[src/rtl/hack_cpu_seq.sv]
// Hack CPU control and register stage. A multi-cycle fetch / load / execute / store
// sequencer that owns A, D and PC and wraps an external combinational Hack ALU.
module hack_cpu_seq #(
  parameter int unsigned PC_RESET = 0,
  parameter int unsigned ADDR_W   = 15
) (
  input  logic              clock,
  input  logic              reset_n,
  output logic              imem_req,
  output logic [ADDR_W-1:0] imem_addr,
  input  logic [15:0]       imem_rdata,
  input  logic              imem_ack,
  output logic              dmem_req,
  output logic              dmem_we,
  output logic [ADDR_W-1:0] dmem_addr,
  output logic [15:0]       dmem_wdata,
  input  logic [15:0]       dmem_rdata,
  input  logic              dmem_ack,
  output logic [15:0]       alu_x,
  output logic [15:0]       alu_y,
  output logic              alu_zx,
  output logic              alu_nx,
  output logic              alu_zy,
  output logic              alu_ny,
  output logic              alu_f,
  output logic              alu_no,
  input  logic [15:0]       alu_out,
  input  logic              alu_zr,
  input  logic              alu_ng,
  output logic [ADDR_W-1:0] pc,
  output logic              instr_done
);

  typedef enum logic [1:0] {S_FETCH, S_LOAD_M, S_EXEC, S_STORE_M} state_t;

  localparam logic [ADDR_W-1:0] PC_INIT = ADDR_W'(PC_RESET);

  state_t            state, state_n;
  logic [15:0]       a_reg, d_reg, mbuf, wdata;
  logic [12:0]       ir;  // a bit, comp, dest and jump fields of the current C-instruction
  logic [ADDR_W-1:0] waddr, pc_inc;
  logic              imem_fire, dmem_fire, jmp, retire;
  logic              unused_bits;

  // Bits 14:13 of a C-instruction carry no meaning.
  assign unused_bits = ^imem_rdata[14:13];

  assign imem_fire = imem_req & imem_ack;
  assign dmem_fire = dmem_req & dmem_ack;
  assign pc_inc    = pc + ADDR_W'(1);
  assign jmp       = (ir[2] & alu_ng) | (ir[1] & alu_zr) | (ir[0] & ~alu_zr & ~alu_ng);

  assign imem_addr  = pc;
  assign dmem_addr  = (state == S_STORE_M) ? waddr : a_reg[ADDR_W-1:0];
  assign dmem_wdata = wdata;

  assign alu_x  = d_reg;
  assign alu_y  = ir[12] ? mbuf : a_reg;
  assign alu_zx = ir[11];
  assign alu_nx = ir[10];
  assign alu_zy = ir[9];
  assign alu_ny = ir[8];
  assign alu_f  = ir[7];
  assign alu_no = ir[6];

  // NOTE: asynchronous active-low reset; every flop clears the moment reset_n falls,
  // so an in-flight request is dropped without waiting for a clock edge.
  always_ff @(posedge clock or negedge reset_n) begin
    if (!reset_n) state <= S_FETCH;
    else          state <= state_n;
  end

  // NOTE: defaults first so every path assigns state_n and retire; no latches.
  always_comb begin
    state_n = state;
    retire  = 1'b0;
    case (state)
      S_FETCH: begin
        if (imem_fire) begin
          if (!imem_rdata[15])     retire  = 1'b1;
          else if (imem_rdata[12]) state_n = S_LOAD_M;
          else                     state_n = S_EXEC;
        end
      end
      S_LOAD_M: if (dmem_fire) state_n = S_EXEC;
      S_EXEC: begin
        if (ir[3]) state_n = S_STORE_M;
        else begin
          state_n = S_FETCH;
          retire  = 1'b1;
        end
      end
      S_STORE_M: begin
        if (dmem_fire) begin
          state_n = S_FETCH;
          retire  = 1'b1;
        end
      end
      default: state_n = S_FETCH;
    endcase
  end

  // Handshake outputs are registered from the next state: a request rises the cycle
  // its state is entered and falls the cycle after its ack.
  always_ff @(posedge clock or negedge reset_n) begin
    if (!reset_n) begin
      imem_req   <= 1'b0;
      dmem_req   <= 1'b0;
      dmem_we    <= 1'b0;
      instr_done <= 1'b0;
    end else begin
      imem_req   <= (state_n == S_FETCH);
      dmem_req   <= (state_n == S_LOAD_M) || (state_n == S_STORE_M);
      dmem_we    <= (state_n == S_STORE_M);
      instr_done <= retire;
    end
  end

  // NOTE: non-blocking assignments mean the jump target and store address in EXEC
  // see A as it was before this cycle's write-back, which is the required behaviour.
  always_ff @(posedge clock or negedge reset_n) begin
    if (!reset_n) begin
      a_reg <= '0;
      d_reg <= '0;
      pc    <= PC_INIT;
      ir    <= '0;
      mbuf  <= '0;
      wdata <= '0;
      waddr <= '0;
    end else begin
      case (state)
        S_FETCH: begin
          if (imem_fire) begin
            if (!imem_rdata[15]) begin
              a_reg <= imem_rdata;
              pc    <= pc_inc;
            end else begin
              ir <= imem_rdata[12:0];
            end
          end
        end
        S_LOAD_M: if (dmem_fire) mbuf <= dmem_rdata;
        S_EXEC: begin
          pc <= jmp ? a_reg[ADDR_W-1:0] : pc_inc;
          if (ir[4]) d_reg <= alu_out;
          if (ir[5]) a_reg <= alu_out;
          if (ir[3]) begin
            wdata <= alu_out;
            waddr <= a_reg[ADDR_W-1:0];
          end
        end
        default: ;
      endcase
    end
  end

endmodule
[config.mk]
export PLATFORM = sky130hd
export DESIGN_NAME = hack_cpu_seq
export DESIGN_NICKNAME = d
export VERILOG_FILES = /design/src/rtl/hack_cpu_seq.sv
export SDC_FILE = /design/constraint.sdc
export NUM_CORES = 1
export LEC_CHECK = 0
export ABC_AREA = 1
export ABC_CLOCK_PERIOD_IN_PS = 3900
export BUFFER_PORTS_ARGS = -buffer_cell sky130_fd_sc_hd__buf_2
export CORE_UTILIZATION = 45
export DETAILED_ROUTE_END_ITERATION = 12
export PLACE_DENSITY = 0.71
export SYNTH_ARGS = -nofsm -noshare
export SYNTH_HDL_FRONTEND = slang
export SYNTH_SLANG_ARGS = --single-unit
export TNS_END_PERCENT = 30
[constraint.sdc]
create_clock -name clock -period 3.9 [get_ports clock]
set_input_delay 0 -clock clock [delete_from_list [all_inputs] [get_ports clock]]
set_output_delay 0 -clock clock [all_outputs]
set_load 0.01 [all_outputs]
==> impl_metrics.yaml, run 1 <==
run_status:
  status: "completed"
global_routing:
  grt_pass1_vias: 4945
  antenna_found_initial: 0
  grt_overflow: 0
  grt_max_degree: 80
  grt_usage_pct: 24.95
  grt_pass1_wl_mm: 24.17
floorplan:
  initial_core_util_pct: 46.51
  fp-row-count: 39
  die_width_um: 110.9
  core_um2: 11470
  die_height_um: 110.9
  ios: 157
  fp.dieArea_um2: 12290
clock_tree:
  path_clk_slew_ps: 50
  cts_buffers: 17
  cts.sinks: 113
  htree_levels: 4
  clock_latency_ps: 410
  cts_tree: "yes"
  cts_resized: 0
  cts_buffer_depth: 2
  clockRootBuffer: "clkbuf_16"
sta:
  final_hold_viol_count: 0
  final.setup.tns_ps: 0
  min_period_ps: 2349
  rsz0062_at_grt: "false"
  max-slew-margin-rel_pct: 22.46
  drv_slew: 0
  tightest_slew_ps: 1157
  post-route-period-util_pct: 60.24
  post-route-worst-setup-slack_ps: 1551
  clock_skew_ps: 6.853
  fmax_ghz: 0.4257
  setup_viol: 0
route:
  routedWlPerCell_um: 14.31
  wirelength_mm: 14.56
  drtIter0Drc: 388
  vias: 5159
  ant_nets: 0
  firstDrtPassIters: 7
  viasPerCell: 5.073
  drcViolationCount: 0
pwr:
  internal-power_uw: 3927
  netSwitchingFraction_pct: 39.48
  p_clk_share_pct: 27.2
  p_seq_share_pct: 33.4
  pwr-share-comb_pct: 39.4
  power.density_nw_per_um2: 902.1
  power_leakage_uw: 0.003865
  switchingPower_uw: 2562
  ir_drop_mv: 0.4423
worst_setup_path:
  worstPathRequired_ps: 4140
  cp_max_fo: 31
  end_kind: "register"
  criticalPathCategory: "register to register"
  crit_path_start_kind: "register"
  worstPathArrival_ps: 2590
layout:
  fillers: 968
  syn2layout_area_growth_pct: 34.86
  final_nets: 917
  final_cells: 1017
  diodes: 0
  drive_gt1_share_pct: 22.65
synthesis:
  seq_area_frac_synth_pct: 53.01
  async_flop_share_pct: 100.0
  synth_edf_count: 0
  synth.cell_area_um2: 5334
  ys_types: 24
  netlist_instances: 684
  ys_warn_count: 0
  synth-main-ff-cell: "dfrtp_1"
  syn_nets: 739
  yosys_register_bits: 113
  avgSynthCellArea_um2: 7.798
place:
  dp_hpwl_mm: 9.903
  dp_slack_ps: 1593
  portBuffers: 156
  dpl.cell_count: 938
  routabilityCongestion: 0.8034
worst_hold_path:
  hold_class: "input pin to register"
run:
  drv_cap: 0
## routing by layer
metal / routed length, µm / part of all wire, % / track usage, %
met1: 6420 / 44 / 32.93
met2: 7154 / 49 / 41.16
met3: 777 / 5.3 / 5.796
met4: 202 / 1.4 / 7.111
met5: 0 / 0 / 0
## power by group through the flow
stage	Combinational (µW)	Sequential [µW]	Clock, µW
final	2550	2170	1770
after CTS	2560	2160	1780
after detailed placement	2500	2170	0
after global placement	2450	2140	0
after floorplan	1590	2210	0
after global routing	2870	2250	1840
## worst max-delay path: stages (launching register included)
cell     delay, ps
dfrtp_1        460
inv_2           90
nor2_4         320
inv_2          290
nand2_2        350
o21ai_2        380
nor2_1         230
a21oi_1         60
## area by class of cell
cell class              instances  area (µm²)  area share [%]
clock buffers                  21       470.5           6.540
flip-flops and latches        113        2828           39.31
clock inverters                10       205.2           2.853
inverters                      56       210.2           2.922
multi-input cells             469        2029           28.21
well taps                     143       178.9           2.487
repair buffers                205        1271           17.67
## final timing paths
kind / from / end / slack (ps) / cells past startpoint
max: state[1] / a_reg[0] / 1550 / 7
min: imem_rdata[15] / state[1] / 30 / 5
max reg2reg: state[1] / a_reg[0] / 1550 / 7
min reg2reg: mbuf[9] / mbuf[9] / 470 / 2
max in group asynchronous: reset_n / dmem_wdata[2] / 2550 / 3
min in group asynchronous: reset_n / alu_x[0] / 290 / 2
## metrics by stage
stage | instance area, µm² | util [%] | total power (µW) | hold slack (ps)
2_1_floorplan | 5334 | - | 3797 | -295.6
3_3_place_gp | 6037 | 52.65 | 4591 | 201.9
3_5_place_dp | 6037 | 52.65 | 4673 | 202.9
4_1_cts | 7193 | 62.73 | 6496 | 5.945
5_1_grt | 7193 | 62.73 | 6955 | 45.73
6_report | 7193 | 62.73 | 6489 | 26.11
## cell usage in the layout (no fill, tap or decap)
master	count
or2_2	1
nor2_4	1
o21ai_2	1
nand3_1	43
buf_2	155
nor2_1	47
nand4_1	4
inv_2	4
o211ai_1	1
clkbuf_1	1
nand2_2	3
clkinv_2	2
nand2_1	245
nor3_2	1
dfrtp_1	113
o21ai_1	14
bufinv_16	6
buf_4	2
clkinvlp_4	2
ha_1	1
clkbuf_16	17
dlygate4sd3_1	48
clkbuf_8	3
o21ai_0	72
a21oi_1	31
inv_1	52
xor2_1	1
nand3b_1	2
xnor2_1	1
## cells by family (layout without fill, tap and decap cells)
kind of cell / Yosys count / after routing / share of synthesized area, %
buffers and inverters: 102 / 292 / 8.984
and+or+nand+nor: 347 / 347 / 26.16
xor gates and xnor gates: 2 / 2 / 0.3285
DFF: 113 / 113 / 53.01
AOI/OAI and AO/OA: 119 / 119 / 11.28
adders and majority gates: 1 / 1 / 0.2345
## timing repair
action / in CTS / in global routing
hold buffers: 48 / 0
endpoints found under the hold margin: 149 / 0
buffers inserted: 0 / 0
## cells in the mapped netlist (11+ instances only)
cell type    n  area share (%)
a21oi_1     31             2.9
buf_2       11             1.0
buf_4       16             2.3
clkbuf_1    16             1.1
dfrtp_1    113              53
inv_1       52             3.7
nand2_1    246              17
nand3_1     43             4.0
nor2_1      47             3.3
o21ai_0     72             6.8
o21ai_1     14             1.3
Note: power is estimated with default switching activity, not from simulation.
==> run 2: changes to the inputs <==
--- a/config.mk
+++ b/config.mk
@@ -6,7 +6,7 @@
 export NUM_CORES = 1
 export LEC_CHECK = 0
 export ABC_AREA = 1
-export ABC_CLOCK_PERIOD_IN_PS = 3900
+export ABC_CLOCK_PERIOD_IN_PS = 2400
 export BUFFER_PORTS_ARGS = -buffer_cell sky130_fd_sc_hd__buf_2
 export CORE_UTILIZATION = 45
 export DETAILED_ROUTE_END_ITERATION = 12
==> constraint.sdc (replaced) <==
create_clock -name clock -period 2.4 [get_ports clock]
set_input_delay 0 -clock clock [delete_from_list [all_inputs] [get_ports clock]]
set_output_delay 0 -clock clock [all_outputs]
set_load 0.01 [all_outputs]
==> run 2 against run 1 <==
Effect of this change: cell count rose by 0.79%; non-clock buffer count rose by 8; wire length rose by 2.5%; largest cell class unchanged.
==> impl_metrics.yaml, run 2 (synthesized netlist as in run 1, its figures left out) <==
run_status:
  status: "completed"
sta:
  fmax_ghz: 0.4715
  hold_ws_ps: 16.69
  clock_skew_ps: 8.735
  setup_viol: 0
  drv_slew: 0
  min_period_ps: 2121
  rsz0062_at_grt: "false"
  max-slew-margin-rel_pct: 36.55
  post-route-period-util_pct: 88.37
  tightest_slew_ps: 949.4
  final.setup.tns_ps: 0
  final_hold_viol_count: 0
worst_setup_path:
  r2r-start: "state[1]"
  criticalPathCategory: "register to output pin"
  r2r_setup_slack_ps: 500
  cpLargestDelayFamily: "simple AND/OR/NAND/NOR gates"
  worstPathRequired_ps: 2400
  worst-path-buf-inv: 1
  cp_slowest_stage_delay_ps: 740
  crit_path_start_kind: "register"
  cp_max_fo: 31
  path_cells: "nand2_1, nor2_1, a21oi_1, buf_2"
  rr_worst_depth: 7
  r2r_end: "a_reg[2]"
  path_depth: 4
  critPathSlowestCell: "nand2_1"
  end_kind: "output pin"
  worstPathArrival_ps: 2120
route:
  drcViolationCount: 0
  drtIter0Drc: 296
  routedWlPerCell_um: 14.56
  ant_nets: 0
  vias: 5140
  viasPerCell: 5.015
  wirelength_mm: 14.92
  firstDrtPassIters: 5
pwr:
  power_leakage_uw: 0.003882
  power.density_nw_per_um2: 1435
  ir_drop_mv: 0.6254
layout:
  syn2layout_area_growth_pct: 34.98
  drive_gt1_share_pct: 23.02
  diodes: 0
  fillers: 1006
  layout_commonest_cell: "nand2_1"
  final_nets: 925
  most-common-layout-cells: "nand2_1 (245), buf_2 (155), dfrtp_1 (113)"
clock_tree:
  htree_levels: 4
  clockRootBuffer: "clkbuf_16"
  cts_resized: 0
  path_clk_slew_ps: 50
  cts.sinks: 113
  cts_tree: "yes"
  cts_buffer_depth: 2
  cts_buffers: 17
  clock_latency_ps: 400
global_routing:
  grt_max_degree: 51
  grt_pass1_wl_mm: 24.41
  grt_usage_pct: 25.21
  grt_overflow: 0
  antenna_found_initial: 0
  grt_pass1_vias: 4965
floorplan:
  die_width_um: 110.9
  initial_core_util_pct: 46.51
  die_height_um: 110.9
  fp.dieArea_um2: 12290
  ios: 157
  fp-row-count: 39
  core_um2: 11470
run:
  drv_cap: 0
worst_hold_path:
  worstHoldEndpoint: "state[1]"
  holdPathStages: 5
  hold_class: "input pin to register"
  min_from: "imem_ack"
place:
  dp_hpwl_mm: 10.21
  routabilityCongestion: 0.8517
  portBuffers: 156
[run 2: cell types whose count changed in the layout (fill, tap and decap cells not counted), sizes merged]
cell         before  now
clkbuf           21   26
bufinv            6    3
buf             157  166
dlygate4sd3      48   47
clkinvlp          2    0
[run 2: tightest hold or removal path: stages]
cell	delay (ps)
buf_2	110
nand2_1	80
nor2_1	60
nand2_1	50
a21oi_1	80
[run 2: area by class of cell]
class / count / area (µm²) / share of cell area, %
inverter: 56 / 210.2 / 2.920
timing repair buffer: 213 / 1354 / 18.80
sequential: 113 / 2828 / 39.28
clock buffer: 26 / 499.2 / 6.934
tap: 143 / 178.9 / 2.485
clock inverter: 5 / 100.1 / 1.390
multi-input combinational: 469 / 2029 / 28.19
[run 2: layer usage]
| layer | part of all wire, % | vias to the layer above | track usage, % | wire length [µm] |
|---|---|---|---|---|
| met1 | 44 | 2416 | 32.96 | 6636 |
| met5 | 0 | - | 0 | 0 |
| met3 | 4.2 | 18 | 5.467 | 621 |
| li1 | - | 2537 | - | - |
| met4 | 1.4 | 0 | 8.267 | 204 |
| met2 | 50 | 169 | 41.70 | 7462 |
[run 2: stage by stage]
stage          utilization [%]  worst slack [ps]  instance area, µm²  instances  power, µW
2_1_floorplan                -             980.0                5334        684       6171
3_5_place_dp             53.45             536.5                6130        947       7699
6_report                 62.78             279.2                7199       1025      10330
5_1_grt                  62.78             174.5                7199       1025      11060
4_1_cts                  62.78             315.0                7199       1025      10340
3_3_place_gp             53.45             643.7                6130        947       7573
[run 2: power by group]
group,internal (µW),total (µW),switching (µW)
sequential,2840,3530,684
clock,1730,2540,811
combinational,1590,4260,2670
total,6170,10300,4170
[run 2: worst max-delay path by stage]
stage	from	endpoint
2_1_floorplan	imem_addr[0]	imem_addr[14]
3_3_place_gp	state[1]	a_reg[2]
3_5_place_dp	state[1]	a_reg[7]
4_1_cts	state[1]	dmem_addr[14]
5_1_grt	state[1]	dmem_addr[13]
6_report	state[1]	dmem_addr[14]
[run 2: repair_timing]
action	in CTS	in global routing
hold buffers	47	0
endpoints found under the hold margin	113	0
setup buffers	0	0
